File: config.mk
export PLATFORM = sky130hd
export DESIGN_NAME = spi_cmd_sequencer
export DESIGN_NICKNAME = d
export VERILOG_FILES = /design/src/rtl/spi_cmd_sequencer.sv
export SDC_FILE = /design/constraint.sdc
export NUM_CORES = 1
export LEC_CHECK = 0
export ABC_CLOCK_PERIOD_IN_PS = 2850
export BUFFER_PORTS_ARGS = -buffer_cell sky130_fd_sc_hd__buf_4
export CAP_MARGIN = 5
export CORE_MARGIN = 1
export CORE_UTILIZATION = 50
export CTS_CLUSTER_DIAMETER = 80
export CTS_CLUSTER_SIZE = 20
export DETAILED_ROUTE_END_ITERATION = 12
export PLACE_DENSITY_LB_ADDON = 0.25
export SYNTH_ARGS = -nofsm -noshare
export SYNTH_HDL_FRONTEND = slang
export SYNTH_SLANG_ARGS = --single-unit
File: constraint.sdc
create_clock -name SCK -period 2.85 [get_ports SCK]
set_input_delay 0.57 -clock SCK [delete_from_list [all_inputs] [get_ports SCK]]
set_output_delay 0.57 -clock SCK [all_outputs]
set_load 0.01 [all_outputs]
File: src/rtl/spi_cmd_sequencer.sv
// spi_cmd_sequencer: command sequencer behind an SPI slave shift register.
// It decodes a command byte per frame and then loads the RAM address
// register, bursts writes, streams reads, or returns the status byte.
//
// Handshake: rx_valid is a one-cycle strobe that qualifies rx_byte and is
// honoured only while SSB=0. tx_load, ram_we and ram_re are registered
// one-cycle strobes. ram_rdata is taken one cycle after the ram_re cycle.
// tx_byte holds its value between tx_load strobes.
module spi_cmd_sequencer #(
  parameter int ADDR_W = 8,
  parameter int DATA_W = 8
) (
  input  logic              SCK,
  input  logic              reset,
  input  logic              SSB,
  input  logic [7:0]        rx_byte,
  input  logic              rx_valid,
  output logic [7:0]        tx_byte,
  output logic              tx_load,
  output logic [ADDR_W-1:0] ram_addr,
  output logic [DATA_W-1:0] ram_wdata,
  output logic              ram_we,
  output logic              ram_re,
  input  logic [DATA_W-1:0] ram_rdata,
  output logic              busy,
  output logic [2:0]        state_dbg
);

  typedef enum logic [2:0] {
    S_IDLE      = 3'd0,
    S_CMD       = 3'd1,
    S_ADDR      = 3'd2,
    S_WR        = 3'd3,
    S_RD_FETCH  = 3'd4,
    S_RD_STREAM = 3'd5,
    S_STAT      = 3'd6,
    S_IGNORE    = 3'd7
  } state_t;

  state_t            state, state_n;
  // Cycles spent in the current state, saturating at 3. RD_FETCH uses it
  // for the issue/wait/capture steps. STAT uses it to send only once.
  logic [1:0]        ph, ph_n;

  logic [ADDR_W-1:0] ar;
  logic              st_wrap;
  logic              st_illegal;
  logic [7:0]        status_byte;

  logic              we_n, re_n, load_n;
  logic [7:0]        tx_n;
  logic [DATA_W-1:0] wdata_n;
  logic              ar_load, rd_inc, ar_inc, stat_clr, ill_set;

  assign busy        = (state != S_IDLE);
  assign state_dbg   = state;
  assign ram_addr    = ar;
  assign status_byte = {5'b00000, st_illegal, st_wrap, busy};
  // A committed write advances AR in its own strobe cycle, so the burst
  // continues even if the frame closes in that same cycle.
  assign ar_inc      = ram_we | rd_inc;

  // State register and in-state cycle counter
  always_ff @(posedge SCK) begin
    if (reset) begin
      state <= S_IDLE;
      ph    <= 2'd0;
    end else begin
      state <= state_n;
      ph    <= ph_n;
    end
  end

  // Next-state logic. A closed frame always wins and returns to IDLE.
  always_comb begin
    state_n = state;
    if (state != S_IDLE && SSB) begin
      state_n = S_IDLE;
    end else begin
      case (state)
        S_IDLE:      if (!SSB) state_n = S_CMD;
        S_CMD: begin
          if (rx_valid) begin
            case (rx_byte[3:0])
              4'h1:    state_n = S_ADDR;
              4'h2:    state_n = S_WR;
              4'h3:    state_n = S_RD_FETCH;
              4'h5:    state_n = S_STAT;
              default: state_n = S_IGNORE;
            endcase
          end
        end
        S_ADDR:      if (rx_valid) state_n = S_IGNORE;
        S_WR:        state_n = S_WR;
        S_RD_FETCH:  if (ph == 2'd2) state_n = S_RD_STREAM;
        S_RD_STREAM: if (rx_valid) state_n = S_RD_FETCH;
        S_STAT:      state_n = S_STAT;
        S_IGNORE:    state_n = S_IGNORE;
        default:     state_n = S_IDLE;
      endcase
    end
    if (state_n != state) ph_n = 2'd0;
    else if (ph != 2'd3)  ph_n = ph + 2'd1;
    else                  ph_n = ph;
  end

  // Output/datapath decisions. Nothing is issued while SSB=1.
  always_comb begin
    we_n     = 1'b0;
    re_n     = 1'b0;
    load_n   = 1'b0;
    tx_n     = tx_byte;
    wdata_n  = ram_wdata;
    ar_load  = 1'b0;
    rd_inc   = 1'b0;
    stat_clr = 1'b0;
    ill_set  = 1'b0;
    if (!SSB) begin
      case (state)
        S_CMD: begin
          if (rx_valid && rx_byte[3:0] != 4'h1 && rx_byte[3:0] != 4'h2 &&
              rx_byte[3:0] != 4'h3 && rx_byte[3:0] != 4'h5)
            ill_set = 1'b1;
        end
        S_ADDR: begin
          if (rx_valid) ar_load = 1'b1;
        end
        S_WR: begin
          if (rx_valid) begin
            we_n    = 1'b1;
            wdata_n = DATA_W'(rx_byte);
          end
        end
        S_RD_FETCH: begin
          if (ph == 2'd0) re_n = 1'b1;
          if (ph == 2'd2) begin
            tx_n   = 8'(ram_rdata);
            load_n = 1'b1;
            rd_inc = 1'b1;
          end
        end
        S_STAT: begin
          if (ph == 2'd0) begin
            tx_n     = status_byte;
            load_n   = 1'b1;
            stat_clr = 1'b1;
          end
        end
        default: ;
      endcase
    end
  end

  // Registered strobes, address register and sticky status bits
  always_ff @(posedge SCK) begin
    if (reset) begin
      ar         <= '0;
      st_wrap    <= 1'b0;
      st_illegal <= 1'b0;
      tx_byte    <= 8'h00;
      tx_load    <= 1'b0;
      ram_we     <= 1'b0;
      ram_re     <= 1'b0;
      ram_wdata  <= '0;
    end else begin
      ram_we    <= we_n;
      ram_re    <= re_n;
      tx_load   <= load_n;
      tx_byte   <= tx_n;
      ram_wdata <= wdata_n;
      if (ar_load)     ar <= ADDR_W'(rx_byte);
      else if (ar_inc) ar <= ar + ADDR_W'(1);
      if (stat_clr) begin
        st_wrap    <= 1'b0;
        st_illegal <= 1'b0;
      end
      if (!ar_load && ar_inc && (&ar)) st_wrap <= 1'b1;
      if (ill_set) st_illegal <= 1'b1;
    end
  end

endmodule

---- Yosys cells after proc, flatten, opt, wreduce, memory -nomap -nowiden ----
Cells that the tools add are included.
cells by class
  add/sub/neg operators ................... 2
  equality and inequality tests ........... 20
  multiplexer cells ....................... 29
  bitwise operators ....................... 4
  reductions and logical operators ........ 22
operator list
  kind                   number
  $mux W8                4
  $pmux W3 S8            1
  $mux W3                6
  $pmux W8 S2            1
  $mux W1                15
  $eq A3 B3 Y1 const B   4
  $pmux W3 S4            1
  $add A8 B1 Y8 const B  1
  $eq A4 B2 Y1 const B   2
  $ne A4 B2 Y1 const B   2
  $reduce_and A8 Y1      1
  $reduce_bool A2 Y1     4
  $logic_and A1 B1 Y1    7
  $eq A3 B2 Y1 const B   2
  $ne A2 B2 Y1 const B   3
  $reduce_or A3 Y1       2
  $eq A4 B1 Y1 const B   1
  $eq A4 B3 Y1 const B   1
  $ne A4 B1 Y1 const B   1
  $ne A4 B3 Y1 const B   1
  $reduce_and A4 Y1      1
  $reduce_or A2 Y1       2
  $eq A3 B1 Y1 const B   1
  $logic_not A3 Y1       1
  other kinds (10)       12
storage, ports and cells
  register bits after elaboration ......... 34
  bits of input ports ..................... 20
  word-level logic and storage cells ...... 87

---- Logic depth before layout (Yosys ltp) ----
Gate-level depths: netlist (run 1).
  depth in word-level cells ............... 9
  depth in mapped cells ................... 8

---- Worst setup path before layout (run 1) ----
Ideal clock, no wire load.
  path kind ............................... input port to flip-flop
  start ................................... input port SSB
  end ..................................... register ar[6], in the netlist ram_addr[6]
  library setup time ...................... 91 ps
  arrival ................................. 2178 ps
  setup slack ............................. 581 ps
  stages .................................. 7
  path buffers ............................ 3
  path through ............................ buf_6 > or3b_1 > buf_2 > o21ba_1 > buf_6 > or4_1 > a311oi_1
between the ends
  word-level cells in the longest chain between the ends .. 3
  elaborated cells on any way between the ends .. 5
  those cells by class .................... mux (3); bitwise (1); reduce/logical (1)
RTL lines
  what                          line  text
  from (decl)                   15    input logic SSB,
  $mux W1                       118   if (!SSB) begin
  $or A1 B1 Y1                  61    assign ar_inc = ram_we | rd_inc;
  $reduce_bool A2 Y1 (no line)  -
  to (signal assigned)          171   if (ar_load) ar <= ADDR_W'(rx_byte);
  to (signal assigned)          172   else if (ar_inc) ar <= ar + ADDR_W'(1);
  to (decl)                     45    logic [ADDR_W-1:0] ar;
Parallel ways exist; a longest one is shown, timed or not.
A chain may end at the register's enable or synchronous reset.

---- Worst setup path in the final report (run 1) ----
  start ................................... register state[2], in the netlist state_dbg[2]
  end ..................................... register ar[7], in the netlist ram_addr[7]
between the ends
  word-level cells in the longest chain between the ends .. 5
  elaborated cells on any way between the ends .. 9
  those cells by class .................... eq/ne (2); mux (5); bitwise (1); reduce/logical (1)
RTL lines
  what                          line  text
  from (decl)                   40    state_t state, state_n;
  from (signal assigned)        69    state <= state_n;
  $eq A3 B3 Y1                  119   case (state)
  $mux W1                       119
  $mux W1                       118
  $or A1 B1 Y1                  61
  $reduce_bool A2 Y1 (no line)  -
Parallel ways exist; a longest one is shown, timed or not.

==> results of run 1 <==
cell families (layout without fill, tap and decap cells):
logic type,Yosys count,count (layout)
buffers and inverters,18,64
multiplexers,9,9
adder cells (fa/ha/maj),4,4
XOR/XNOR,5,5
flip-flops,34,34
AO/OA/AOI/OAI,39,39
AND/OR/NAND/NOR,72,72
critical path: cells and delay by family (launching register included):
kind               cells  cell delay, ns
AOI/OAI and AO/OA      2            0.58
DFF                    1            0.67
and+or+nand+nor        2            1.05
layer usage:
layer | vias to the layer above | global-route usage, %
met5 | - | 0
met4 | 0 | 9.52
met3 | 7 | 6.59
met2 | 53 | 37.2
met1 | 710 | 28.9
li1 | 750 | -
through the flow:
step,utilization (%),area (µm²),power (mW)
after floorplan,-,1610,0.548
after global placement,65.4,2000,0.586
after detailed placement,65.4,2000,0.589
after CTS,68.1,2080,0.951
after global routing,68.1,2080,0.980
final,68.1,2080,0.943
how the worst max path moves through the flow:
stage / endpoint / cells after the start / start
2_1_floorplan: ram_addr[6] / 7 / SSB
3_3_place_gp: ram_addr[7] / 5 / SSB
3_5_place_dp: ram_addr[6] / 5 / SSB
4_1_cts: ram_addr[7] / 4 / state_dbg[2]
5_1_grt: ram_addr[7] / 4 / state_dbg[2]
6_report: ram_addr[7] / 4 / state_dbg[2]
flip-flops by register name, indices dropped and copies added, names as in the netlist:
| register | cells |
|---|---|
| ram_re | 1 |
| tx_load | 1 |
| ram_we | 1 |
| st_wrap | 1 |
| st_illegal | 1 |
| ram_addr | 8 |
| ph | 2 |
| tx_byte | 8 |
| ram_wdata | 8 |
| state_dbg | 3 |
power by group through the flow:
stage / Combinational, mW / Sequential (mW) / Clock (mW)
floorplan: 0.0476 / 0.501 / 0
global placement: 0.0836 / 0.503 / 0
detailed placement: 0.0855 / 0.503 / 0
CTS: 0.0864 / 0.493 / 0.372
global route: 0.0950 / 0.494 / 0.391
finish: 0.0864 / 0.493 / 0.364
synth_stat cells:
cell,number,area [µm²]
nand2b_1,1,6.26
nor3_1,2,10.0
a211o_1,1,8.76
inv_1,5,18.8
o311ai_1,1,8.76
or3b_1,1,8.76
a22oi_1,6,45.0
a31oi_1,1,6.26
nor4b_1,2,17.5
o21ai_0,4,20.0
mux2i_1,9,90.1
ha_1,4,50.1
o32ai_1,1,8.76
nor4bb_1,1,10.0
xnor2_1,3,26.3
nand4bb_1,2,22.5
o31ai_1,6,45.0
a311oi_1,7,61.3
nand3_1,4,20.0
nand4_1,2,12.5
buf_2,1,5.00
nor2_1,30,113
xor2_1,2,17.5
a21oi_1,5,25.0
nor4_1,3,18.8
a21o_1,2,15.0
nor3b_1,1,7.51
dfxtp_1,34,681
nand3b_1,1,7.51
nand2_1,10,37.5
buf_1,1,3.75
nand4b_1,2,17.5
or4_1,5,37.5
nor2b_1,3,18.8
clkbuf_1,9,33.8
buf_6,2,22.5
a211oi_1,2,15.0
o21a_1,1,7.51
o211ai_1,1,7.51
or3_1,2,12.5
o21ba_1,1,10.0
cell usage in the layout (no fill, tap or decap), types with 3 or more instances in the layout:
cell type / synthesis / layout
inv_1: 5 / 5
o21ai_0: 4 / 4
a22oi_1: 6 / 6
clkbuf_4: 0 / 5
o31ai_1: 6 / 6
or4_1: 5 / 5
nand2_1: 10 / 10
dfxtp_1: 34 / 34
buf_4: 0 / 52
a311oi_1: 7 / 7
nand3_1: 4 / 4
nor2_1: 30 / 30
nor2b_1: 3 / 3
xnor2_1: 3 / 3
ha_1: 4 / 4
mux2i_1: 9 / 9
a21oi_1: 5 / 5
nor4_1: 3 / 3
cell type report:
class                   instances  area, µm²  area share (%)
clock inverters                 1       30.0            1.44
clock buffers                   6       51.3            2.47
well taps                      44       55.1            2.65
multi-input cells             129        852            41.0
repair buffers                 52        390            18.8
flip-flops and latches         34        681            32.8
inverters                       5       18.8           0.903
==> results.toml, run 1 <==
[floorplan]
initial_core_util_pct = 52.7
die_y_um = 58.8
fp.coreArea_mm2 = 0.00305
die_w_um = 58.8
die_area_mm2 = 0.00345
pin_count = 51
rows = 20

[min_path]
hp-start = "rx_byte[5]"
worstHoldEndpoint = "ram_wdata[5]"
hold_depth = 3
hp-class = "in2reg"

[worst_setup_path]
worstPathMaxFanout = 17
worst_setup_path_start_kind = "flip-flop"
reg2reg_slack_ns = 0.47
r2r_start = "state_dbg[2]"
critical-path-max-stage-delay_ns = 0.67
worstRegToRegCells = 4
critical_path_class = "reg2reg"
end_kind = "flip-flop"
rr_endpoint = "ram_addr[7]"
slowest_stage = "dfxtp_1"
crit_required_ns = 3.10
crit_path_cell_trace = "or3b_1 -> o21ba_1 -> or4_1 -> a311oi_1"
cp.arrival_ns = 2.64

[route]
drc = 0
met1_length_um = 1610
routed.top_layer = "met4"
drt_pass1_iterations = 4
wl_um = 3700
ant_nets = 0
vias = 1520
avgRoutedWirePerCell_um = 13.7
drt_iter0_markers = 87
wl_met3_um = 262
wl_met2_um = 1760
via_per_inst = 5.61

[layout]
area_growth_syn_to_layout_pct = 29.1
antenna_cells = 0
num-nets-final = 251
instances_no_fill = 271
drive_gt1_share_pct = 26.4
fillers = 267

[power]
vdd_drop_max_mv = 0.313
switchingPower_uw = 214
swShare_pct = 22.7
leakage_nw = 0.820
clkPwrFrac_pct = 38.6
p_seq_share_pct = 52.3
p_int_uw = 729
power.density_mw_per_mm2 = 454
pwr-share-comb_pct = 9.2

[global_route]
grt_first_pass_wirelength_um = 6040
grt_overflow = 0
grt_pass1_vias = 1374
grt_use_total_pct = 23.1
antenna_found_initial = 0
grt_max_degree = 35

[sta]
report.final.slew_viol_count = 0
tightest_slew_ns = 0.535
hold_slack_ns = 0.477
rsz0062_at_grt = "no"
hold_violations = 0
period_needed_ns = 2.38
finalCritPeriodShare_pct = 83.6
finClkSkew_ns = 0.00264
tns_ns = 0
max_freq_ghz = 0.420
setup_violations = 0
setup_ws_ns = 0.467
relSlewSlack_pct = 64.3

[synthesis]
ys_seq_area_share_pct = 42.3
syn_inst = 181
synth_compound_area_share_pct = 17.6
avgSynthCellArea_um2 = 8.90
yosys_warnings = 0
synth_area_mm2 = 0.00161
synthXorXnorAreaFrac_pct = 2.72
synth_cell_types = 41
synth-seq-cells = 34
synthSimpleGateAreaFrac_pct = 23.5
synth_mux_area_share_pct = 5.59
syn_nets = 205
synth_top_family_by_area = "simple AND/OR/NAND/NOR gates"
synthAdderAreaFrac_pct = 3.11

[clock_tree]
cts.sinks = 34
numCtsBuffers = 5
cts_root_buf = "clkbuf_4"
cts-hold-fix-buffers = 0
clk_path_buf_depth = 2
insertion_delay_ns = 0.33
h-tree-depth = 2
cts_tree = "yes"
path_clk_slew_ns = 0.10
cts-resized-gates = 0
postCtsSetupBuffers = 0

[placement]
io_buffers = 50
placed_cells = 264
hpwl_um = 2610
routabilityCongestion = 0.786
pre_cts_slack_ns = 0.447

[run_status]
status = "completed"

[run]
cap_violations = 0
(Power assumes the default switching activity.)
==> inputs of run 2 (changes only) <==
ABC_AREA = 1   (was unset)
ABC_CLOCK_PERIOD_IN_PS = 2200   (was 2850)
clock period = 2.2 ns   (was 2.85 ns; I/O delays follow)
==> run 2 against run 1 <==
Clock power fell by 4%. Critical endpoint is now busy. Register-to-register slack gained 0.08 ns. Clock skew rose by 0.011 ns.
==> results.toml, run 2 <==
[run_status]
status = "completed"

[clock_tree]
numCtsBuffers = 5
path_clk_slew_ns = 0.10
h-tree-depth = 2
cts_root_buf = "clkbuf_4"
insertion_delay_ns = 0.33
cts.sinks = 34
cts_tree = "yes"
clk_path_buf_depth = 2
cts-hold-fix-buffers = 0
postCtsSetupBuffers = 0
cts-resized-gates = 0

[synthesis]
yosys_warnings = 0
synth_ff_type = "dfxtp_1"
synth_area_leaders = "dfxtp_1, nand2_1, nor2_1, a21oi_1, o21ai_0"
synth_enable_flop_cells = 0
synth_cell_types = 26
avgSynthCellArea_um2 = 6.77
yosys.area.top_type_share_pct = 40.4
synth_common_cells = "nand2_1, dfxtp_1, nor2_1"
syn_nets = 273
synth_top_cell_by_area = "dfxtp_1"
ys_seq_area_share_pct = 40.4
synthMostInstantiatedCell = "nand2_1"
synth-seq-cells = 34
synthArstFlopShare_pct = 0
syn_inst = 249
synth_area_mm2 = 0.00169

[floorplan]
rows = 20
pin_count = 51
die_w_um = 60.1
die_area_mm2 = 0.00361
fp.coreArea_mm2 = 0.00313
initial_core_util_pct = 53.9
die_y_um = 60.1

[sta]
hold_slack_ns = 0.366
tns_ns = 0
tightest_slew_ns = 0.371
report.final.slew_viol_count = 0
setup_violations = 0
finalCritPeriodShare_pct = 80.8
rsz0062_at_grt = "no"
hold_violations = 0
period_needed_ns = 1.78
max_freq_ghz = 0.563
finClkSkew_ns = 0.0132
relSlewSlack_pct = 75.2

[layout]
fillers = 302
antenna_cells = 0
final_common_cell = "nand2_1"
utilization_pct = 68.0
multi_input_area_um2 = 847
area_growth_syn_to_layout_pct = 26.1
num-nets-final = 323
final_cell_mix = "nand2_1, buf_4, dfxtp_1"
register_area_um2 = 681
stdcell_area_mm2 = 0.00213
drive_gt1_share_pct = 21.3

[min_path]
hp-class = "in2reg"

[route]
drt_iter0_markers = 90
drc = 0
vias = 1746
wl_um = 3960
drt_pass1_iterations = 4
ant_nets = 0
via_per_inst = 5.08
avgRoutedWirePerCell_um = 11.5

[power]
leakage_nw = 1.01
vdd_drop_max_mv = 0.421
power.density_mw_per_mm2 = 507
power_mw = 1.08

[global_route]
antenna_found_initial = 0
grt_pass1_vias = 1528
grt_max_degree = 22
grt_overflow = 0
grt_use_total_pct = 23.8
grt_first_pass_wirelength_um = 6380

[placement]
routabilityCongestion = 0.807
hpwl_um = 2990
placed_area_mm2 = 0.00207
io_buffers = 50

[worst_setup_path]
critical_path_class = "reg2out"
worstPathMaxFanout = 10
worst_setup_path_start_kind = "flip-flop"
slowest_stage = "dfxtp_1"
crit_path_cell_trace = "inv_1 -> nand3_1 -> buf_4"
path_buf_inv = 2
critical-path-max-stage-delay_ns = 0.55
end_kind = "primary output"
cp.arrival_ns = 1.34
path_delay_family = "flip-flops"
crit_required_ns = 1.76

[run]
cap_violations = 0
==> run 2: changes by cell type in the layout (fill, tap and decap cells not counted), moves of 5 or more <==
cell	delta
nand2_1	+58
inv_1	+22
o21ai_0	+17
a21oi_1	+16
mux2i_1	-9
a311oi_1	-7
nand3_1	+7
a22oi_1	-6
o31ai_1	-6
or4_1	-5
==> run 2: routing by layer <==
| layer | track usage, % | share of wire, % | routed length, µm |
|---|---|---|---|
| met1 | 29.6 | 46 | 1830 |
| met2 | 39.0 | 47 | 1870 |
| met3 | 4.76 | 5.9 | 235 |
| met4 | 11.6 | 0.51 | 20 |
| met5 | 0 | 0 | 0 |
==> run 2: cell families (layout without fill, tap and decap cells) <==
logic type               count (synthesis)  after routing  share of synthesized area (%)
XOR/XNOR                                 4              4                           2.08
buffers and inverters                   36             87                           9.42
adder cells (fa/ha/maj)                  4              4                           2.97
AO/OA/AOI/OAI                           47             47                           14.2
flip-flops                              34             34                           40.4
AND/OR/NAND/NOR                        124            124                           30.9
==> run 2: final cells by class <==
cell class / instances / area share [%]
multi-input combinational: 179 / 39.8
sequential: 34 / 32.0
timing repair buffer: 50 / 17.6
inverter: 29 / 5.12
clock buffer: 7 / 2.59
tap: 44 / 2.59
clock inverter: 1 / 0.235
==> run 2: tightest hold or removal path, delay by kind of cell <==
family | cells | cell delay, ns
AND/OR/NAND/NOR | 1 | 0.05
buffers and inverters | 1 | 0.11
AO/OA/AOI/OAI | 1 | 0.05
==> run 2: final timing paths <==
path                            depth (start not counted)          from  slack, ns         end
worst max-delay path                                    3  state_dbg[1]       0.42        busy
worst min-delay path                                    3  ram_rdata[3]       0.37  tx_byte[3]
worst max register to register                          7  state_dbg[0]       0.55  tx_byte[6]
worst min register to register                          2    tx_byte[3]       0.48  tx_byte[3]
==> run 2: metrics by stage <==
stage	cells	setup WS (ns)
final	344	0.422
after global routing	344	0.333
after CTS	344	0.430
after detailed placement	336	0.584
after global placement	336	0.612
after floorplan	249	0.827
==> run 2: report_power, final <==
part           total (mW)  leakage [nW]  internal, mW  switching (mW)
Clock               0.350        0.0353         0.155           0.195
Combinational       0.102         0.703        0.0447          0.0576
Sequential          0.627         0.274         0.621         0.00578
